**src/rtl/instr_stream_encoder_if.sv**
```systemverilog
// instr_stream_encoder_if
//   Bundles the two streams that cross the encoder boundary:
//   - decoded field bundle stream (in_*), valid/ready handshake
//   - instruction memory write port (mem_*), strobe/ready handshake
//   Modports:
//   - slave  : the encoder (consumes bundles, drives memory writes)
//   - master : the producer / memory side (drives bundles, accepts writes)
//   Parameter AW is the instruction memory word-address width.

interface instr_stream_encoder_if #(
    parameter int AW = 10
);
    logic          in_valid;
    logic          in_ready;
    logic [2:0]    in_fmt;
    logic [6:0]    in_op;
    logic [2:0]    in_funct3;
    logic [6:0]    in_funct7;
    logic [4:0]    in_rd;
    logic [4:0]    in_rs1;
    logic [4:0]    in_rs2;
    logic [31:0]   in_imm;
    logic          in_last;

    logic          mem_we;
    logic [AW-1:0] mem_addr;
    logic [31:0]   mem_wdata;
    logic          mem_ready;

    modport master (
        output in_valid, in_fmt, in_op, in_funct3, in_funct7,
               in_rd, in_rs1, in_rs2, in_imm, in_last, mem_ready,
        input  in_ready, mem_we, mem_addr, mem_wdata
    );

    modport slave (
        input  in_valid, in_fmt, in_op, in_funct3, in_funct7,
               in_rd, in_rs1, in_rs2, in_imm, in_last, mem_ready,
        output in_ready, mem_we, mem_addr, mem_wdata
    );
endinterface

```
**src/rtl/instr_stream_encoder.sv**
```systemverilog
// instr_stream_encoder
//   Packs decoded RV32 field bundles back into 32-bit instruction words,
//   buffers them in a DEPTH-entry FIFO and writes them sequentially into PE
//   instruction memory starting at start_addr. One load session runs from a
//   start pulse until the bundle flagged in_last has been taken and every
//   buffered word has been written.
//   Ports:
//   - clk, rst     : clock, synchronous active-high reset
//   - start        : 1-cycle pulse opening a session (only honoured when idle)
//   - start_addr   : first word address of the session
//   - bus (slave)  : bundle stream in, instruction memory write port out
//   - busy         : session in progress
//   - done         : 1-cycle pulse after the session's last word is written
//   - err          : sticky, a bundle was rejected during this session
//   - err_cnt      : number of rejected bundles this session, saturating

module instr_stream_encoder #(
    parameter int DEPTH = 4,
    parameter int AW    = 10
) (
    input  logic                   clk,
    input  logic                   rst,
    input  logic                   start,
    input  logic [AW-1:0]          start_addr,
    instr_stream_encoder_if.slave  bus,
    output logic                   busy,
    output logic                   done,
    output logic                   err,
    output logic [7:0]             err_cnt
);

    localparam int PW = $clog2(DEPTH);

    localparam logic [2:0] FMT_R = 3'd0;
    localparam logic [2:0] FMT_I = 3'd1;
    localparam logic [2:0] FMT_S = 3'd2;
    localparam logic [2:0] FMT_B = 3'd3;
    localparam logic [2:0] FMT_U = 3'd4;
    localparam logic [2:0] FMT_J = 3'd5;

    typedef enum logic [1:0] {
        IDLE,
        RUN,
        FLUSH,
        DONE
    } state_t;

    state_t        state;
    state_t        state_next;

    logic [31:0]   fifo_mem [DEPTH];
    logic [PW-1:0] wr_ptr;
    logic [PW-1:0] rd_ptr;
    logic [PW:0]   count;
    logic [PW:0]   count_next;
    logic          full;
    logic          empty;

    logic          in_ready_c;
    logic          mem_we_c;
    logic          accept;
    logic          reject;
    logic          push;
    logic          pop;
    logic [31:0]   enc_word;
    logic [AW-1:0] addr_q;

    // Bundle-to-word packing; immediates are byte offsets, so B and J drop
    // imm[0] and scatter the remaining bits into the RV32 field positions.
    always_comb begin
        enc_word = '0;
        case (bus.in_fmt)
            FMT_R: enc_word = {bus.in_funct7, bus.in_rs2, bus.in_rs1,
                               bus.in_funct3, bus.in_rd, bus.in_op};
            FMT_I: enc_word = {bus.in_imm[11:0], bus.in_rs1, bus.in_funct3,
                               bus.in_rd, bus.in_op};
            FMT_S: enc_word = {bus.in_imm[11:5], bus.in_rs2, bus.in_rs1,
                               bus.in_funct3, bus.in_imm[4:0], bus.in_op};
            FMT_B: enc_word = {bus.in_imm[12], bus.in_imm[10:5], bus.in_rs2,
                               bus.in_rs1, bus.in_funct3, bus.in_imm[4:1],
                               bus.in_imm[11], bus.in_op};
            FMT_U: enc_word = {bus.in_imm[31:12], bus.in_rd, bus.in_op};
            FMT_J: enc_word = {bus.in_imm[20], bus.in_imm[10:1], bus.in_imm[11],
                               bus.in_imm[19:12], bus.in_rd, bus.in_op};
            default: enc_word = '0;
        endcase
    end

    // A rejected bundle still completes its handshake so the producer never
    // stalls on bad input; it is simply not pushed into the FIFO.
    always_comb begin
        full   = (count == (PW+1)'(DEPTH));
        empty  = (count == '0);
        accept = bus.in_valid && in_ready_c;
        reject = accept && ((bus.in_fmt > FMT_J) ||
                            (((bus.in_fmt == FMT_B) || (bus.in_fmt == FMT_J)) &&
                             bus.in_imm[0]));
        push   = accept && !reject;
        pop    = mem_we_c && bus.mem_ready;
        count_next = count + (PW+1)'(push) - (PW+1)'(pop);
    end

    always_ff @(posedge clk) begin
        if (rst) begin
            state <= IDLE;
        end else begin
            state <= state_next;
        end
    end

    // FLUSH looks at the post-pop occupancy so done follows the final write
    // by exactly one cycle.
    always_comb begin
        state_next = state;
        case (state)
            IDLE:    if (start) state_next = RUN;
            RUN:     if (accept && bus.in_last) state_next = FLUSH;
            FLUSH:   if (count_next == '0) state_next = DONE;
            DONE:    state_next = IDLE;
            default: state_next = IDLE;
        endcase
    end

    always_comb begin
        in_ready_c = (state == RUN) && !full;
        mem_we_c   = !empty && ((state == RUN) || (state == FLUSH));
        busy       = (state != IDLE);
        done       = (state == DONE);
    end

    // Storage is deliberately not reset: the pointers define what is valid.
    always_ff @(posedge clk) begin
        if (push) begin
            fifo_mem[wr_ptr] <= enc_word;
        end
    end

    always_ff @(posedge clk) begin
        if (rst) begin
            wr_ptr  <= '0;
            rd_ptr  <= '0;
            count   <= '0;
            addr_q  <= '0;
            err     <= 1'b0;
            err_cnt <= '0;
        end else begin
            if (push) begin
                wr_ptr <= wr_ptr + PW'(1);
            end
            if (pop) begin
                rd_ptr <= rd_ptr + PW'(1);
            end
            count <= count_next;
            if ((state == IDLE) && start) begin
                addr_q  <= start_addr;
                err     <= 1'b0;
                err_cnt <= '0;
            end else begin
                if (pop) begin
                    addr_q <= addr_q + AW'(1);
                end
                if (reject) begin
                    err <= 1'b1;
                    if (err_cnt != 8'hFF) begin
                        err_cnt <= err_cnt + 8'd1;
                    end
                end
            end
        end
    end

    // The write data is forced to zero when no write is offered so the bus
    // never shows stale or uninitialised storage.
    assign bus.in_ready  = in_ready_c;
    assign bus.mem_we    = mem_we_c;
    assign bus.mem_addr  = addr_q;
    assign bus.mem_wdata = mem_we_c ? fifo_mem[rd_ptr] : 32'd0;

endmodule
```
**src/flat_wrapper.sv**
```systemverilog
// flat-port wrapper written by rule: the top's interface ports become plain ports
module instr_stream_encoder_flat 
#(
    parameter int DEPTH = 4,
    parameter int AW    = 10
)
  (clk, rst, start, start_addr, busy, done, err, err_cnt, bus_in_valid, bus_in_fmt, bus_in_op, bus_in_funct3, bus_in_funct7, bus_in_rd, bus_in_rs1, bus_in_rs2, bus_in_imm, bus_in_last, bus_mem_ready, bus_in_ready, bus_mem_we, bus_mem_addr, bus_mem_wdata);
  instr_stream_encoder_if #(.AW(AW)) bus_i ();
  input  logic clk;
  input  logic rst;
  input  logic start;
  input  logic [AW-1:0] start_addr;
  output logic busy;
  output logic done;
  output logic err;
  output logic [7:0] err_cnt;
  input wire logic [$bits(bus_i.in_valid)-1:0] bus_in_valid;
  input wire logic [$bits(bus_i.in_fmt)-1:0] bus_in_fmt;
  input wire logic [$bits(bus_i.in_op)-1:0] bus_in_op;
  input wire logic [$bits(bus_i.in_funct3)-1:0] bus_in_funct3;
  input wire logic [$bits(bus_i.in_funct7)-1:0] bus_in_funct7;
  input wire logic [$bits(bus_i.in_rd)-1:0] bus_in_rd;
  input wire logic [$bits(bus_i.in_rs1)-1:0] bus_in_rs1;
  input wire logic [$bits(bus_i.in_rs2)-1:0] bus_in_rs2;
  input wire logic [$bits(bus_i.in_imm)-1:0] bus_in_imm;
  input wire logic [$bits(bus_i.in_last)-1:0] bus_in_last;
  input wire logic [$bits(bus_i.mem_ready)-1:0] bus_mem_ready;
  output wire logic [$bits(bus_i.in_ready)-1:0] bus_in_ready;
  output wire logic [$bits(bus_i.mem_we)-1:0] bus_mem_we;
  output wire logic [$bits(bus_i.mem_addr)-1:0] bus_mem_addr;
  output wire logic [$bits(bus_i.mem_wdata)-1:0] bus_mem_wdata;
  assign bus_i.in_valid = bus_in_valid;
  assign bus_i.in_fmt = bus_in_fmt;
  assign bus_i.in_op = bus_in_op;
  assign bus_i.in_funct3 = bus_in_funct3;
  assign bus_i.in_funct7 = bus_in_funct7;
  assign bus_i.in_rd = bus_in_rd;
  assign bus_i.in_rs1 = bus_in_rs1;
  assign bus_i.in_rs2 = bus_in_rs2;
  assign bus_i.in_imm = bus_in_imm;
  assign bus_i.in_last = bus_in_last;
  assign bus_i.mem_ready = bus_mem_ready;
  assign bus_in_ready = bus_i.in_ready;
  assign bus_mem_we = bus_i.mem_we;
  assign bus_mem_addr = bus_i.mem_addr;
  assign bus_mem_wdata = bus_i.mem_wdata;
  instr_stream_encoder #(.DEPTH(DEPTH), .AW(AW)) u_core (.clk(clk), .rst(rst), .start(start), .start_addr(start_addr), .bus(bus_i), .busy(busy), .done(done), .err(err), .err_cnt(err_cnt));
endmodule
```
**config.mk**
```make
export PLATFORM = sky130hd
export DESIGN_NAME = instr_stream_encoder_flat
export DESIGN_NICKNAME = d
export VERILOG_FILES = /design/src/rtl/instr_stream_encoder_if.sv /design/src/rtl/instr_stream_encoder.sv /design/src/flat_wrapper.sv
export SDC_FILE = /design/constraint.sdc
export NUM_CORES = 1
export LEC_CHECK = 0
export BUFFER_PORTS_ARGS = -buffer_cell sky130_fd_sc_hd__buf_2
export CORE_AREA = 2 2 117 119
export CTS_CLUSTER_DIAMETER = 60
export DETAILED_ROUTE_END_ITERATION = 16
export DIE_AREA = 0 0 119 121
export PLACE_DENSITY = 0.78
export SETUP_SLACK_MARGIN = 0.15
export SYNTH_ARGS = -nofsm -noshare
export SYNTH_HDL_FRONTEND = slang
export SYNTH_SLANG_ARGS = --single-unit
```
**constraint.sdc**
```tcl
create_clock -name clk -period 3.52 [get_ports clk]
set_clock_uncertainty 0.1 [all_clocks]
set_input_delay 0.176 -clock clk [delete_from_list [all_inputs] [get_ports clk]]
set_output_delay 0.176 -clock clk [all_outputs]
set_load 0.02 [all_outputs]
```
==> reports/qor.yml <==
status: "completed"
grt_pass1_vias: 4737
port_buffers: 137
wl_met3_um: 965
antenna_found_initial: 0
tightest_slew_ns: 0.876
synth_compound_area_frac: 0.0825
wl_met2_um: 8010
min-delay-path-class: "in2reg"
ys.flop_type: "edfxtp_1"
setup_viol: 0
synth_xor_area_frac: 0.0155
ant_nets: 0
vias: 4688
diodes: 0
cts_setup_buffers: 0
synth_fa_ha_area_frac: 0.0258
vias_per_cell: 5.55
cap_violations: 0
synth_area_leader_cell: "edfxtp_1"
synth_edf_count: 128
start_util: 0.541
num_rows: 42
drtIter0Drc: 355
drt_pass1_iterations: 5
finalSetupTns_ns: 0
syn_inst: 505
path_class: "reg2reg"
routed.top_layer: "met4"
final_layout_size_suffix_gt1_frac: 0.338
tritoncts: "done"
synth_mux_area_frac: 0.116
vdd_drop_max_mv: 0.445
drt-wirelength-per-cell_um: 17.9
die_h_um: 121
die_width_um: 119
nNetsFinal: 752
powerDensity_mw_per_mm2: 599
cts_buffers: 17
dp_hpwl_um: 9780
required_ns: 3.76
syn2layout_area_growth_pct: 22.1
path_max_fanout: 4
ys_async_sr_fraction: 0
synth_seq_cells: 158
critPathArrivalTime_ns: 3.34
multi_input_area_mm2: 0.00247
maxSlewHeadroom: 0.416
syn_area_per_cell_um2: 14.0
seq_area_mm2: 0.00445
grt_use_total: 0.219
synth_simple_gate_area_frac: 0.104
fmax_mhz: 323
final_common_cell: "buf_2"
fin_crit_ns: 3.10
final.fill_count: 937
yosys_warnings: 0
clk_pin_slew_ns: 0.06
final_cell_mix: "buf_2 (137), edfxtp_1 (128), nor2b_1 (40)"
cp-start-kind: "flop"
grt_max_degree: 34
gp_congestion: 0.773
synthTopCellsByArea: "edfxtp_1 (54%), mux4_2 (10%), dfxtp_1 (8.5%), nor2b_1 (3.5%), ha_1 (2.3%)"
cts_sinks: 158
syn-cell-area_mm2: 0.00708
drc: 0
io_pins: 138
htreeDepth: 4
total_power_w: 0.00518
synth_top_family_by_area: "multiplexers"
final.period_utilization: 0.881
clk_latency_ns: 0.42
rsz0062_at_grt: "no"
dieArea_mm2: 0.0144
grt_overflow: 0
wl_met1_um: 5880
yosys.area.top_type_share: 0.543
grt_pass1_wl_um: 23800
core-area_mm2: 0.0131
leakagePower_nw: 3.25
clockRootBuffer: "clkbuf_16"
wirelength_um: 15100
synth_fp_nets: 602
hold_viol_final: 0
yosys.cell_types.count: 46
cp-end-kind: "flop"
yosysSeqAreaShare: 0.627
clock_path_buffers: 2
slew_violations: 0
[synth_stat cells, drive strengths merged (3+ instances only)]
cell / count
a21oi: 28
a22o: 5
a22oi: 4
a31oi: 6
and2: 14
and3: 5
buf: 10
clkbuf: 15
dfxtp: 30
edfxtp: 128
ha: 13
inv: 24
mux2: 3
mux2i: 7
mux4: 32
nand2: 28
nand3: 8
nand4: 5
nor2: 23
nor2b: 40
nor3: 3
o21ai: 32
o311ai: 3
o31ai: 5
or3: 4
or4: 3
xnor2: 3
xor2: 7
[through the flow]
step | hold WS [ns] | setup WS (ns) | cell area, um2 | utilization | instances
4_1_cts | 0.00603 | 0.287 | 8630 | 0.660 | 844
3_3_place_gp | 0.358 | 0.474 | 7950 | 0.608 | 800
2_1_floorplan | 0.259 | 0.447 | 7080 | - | 505
5_1_grt | 0.00608 | 0.164 | 8650 | 0.661 | 844
3_5_place_dp | 0.368 | 0.314 | 7950 | 0.608 | 800
6_report | 0.0114 | 0.420 | 8650 | 0.661 | 844
[cells by family (layout without fill, tap and decap cells)]
family	Yosys count	after routing
DFF	158	158
and+or+nand+nor	138	138
AOI/OAI and AO/OA	93	93
buffers and inverters	49	212
muxes	42	42
adders and majority gates	14	14
xor gates and xnor gates	11	11
[cell type report]
class                      instances  share of cell area
timing repair buffer             156              0.0993
tap                              176              0.0255
clock buffer                      18              0.0496
sequential                       158               0.514
multi-input combinational        298               0.286
inverter                          24              0.0104
clock inverter                    14              0.0153
[path summary, 6_finish.rpt]
check	endpoint	start	cells past startpoint	slack (ns)
hold / removal	u_core.fifo_mem[3][3]$_DFFE_PP_	bus_in_op[3]	2	0.01
setup reg to reg	u_core.state[0]$_SDFFE_PP0P_	u_core.state[0]$_SDFFE_PP0P_	13	0.42
hold reg to reg	u_core.err$_SDFFE_PP0P_	u_core.err$_SDFFE_PP0P_	2	0.38
setup / recovery	u_core.state[0]$_SDFFE_PP0P_	u_core.state[0]$_SDFFE_PP0P_	13	0.42
[sequential cells by signal, indices dropped and copies added, names as in the netlist, named ones only]
| name | cells |
|---|---|
| u_core.err_cnt | 8 |
| u_core.err | 1 |
| u_core.rd_ptr | 2 |
| u_core.state | 2 |
| u_core.wr_ptr | 2 |
| u_core.bus.mem_addr | 10 |
| u_core.count | 3 |
| u_core.fifo_mem | 128 |
[metal layers]
metal,up-vias,global-route usage
met5,-,0
met4,0,0.0751
met3,20,0.0550
met2,176,0.387
met1,2276,0.262
li1,2216,-
[power by group]
group / internal (W) / switching, W / leakage (nW) / total [W]
sequential: 0.00216 / 0.0000881 / 1.41 / 0.00225
clock: 0.000986 / 0.000740 / 0.279 / 0.00173
combinational: 0.000504 / 0.000704 / 1.56 / 0.00121
total: 0.00365 / 0.00153 / 3.25 / 0.00518
[timing repair]
item / in CTS / in global routing
endpoints found under the hold margin: 22 / 0
setup endpoints to repair: 0 / 2
gates resized for setup: 0 / 2
hold buffers: 12 / 0
[critical path: stages (launching register included)]
cell and delay [ns]:
dfxtp_1 0.36, inv_1 0.13, ha_4 0.29, o311ai_2 0.10
inv_1 0.11, ha_1 0.30, inv_1 0.07, ha_1 0.14
inv_1 0.05, fa_1 0.41, xnor3_1 0.24, a31oi_1 0.13
or3_1 0.37, a211oi_2 0.22
Note: power is estimated with default switching activity, not from simulation.
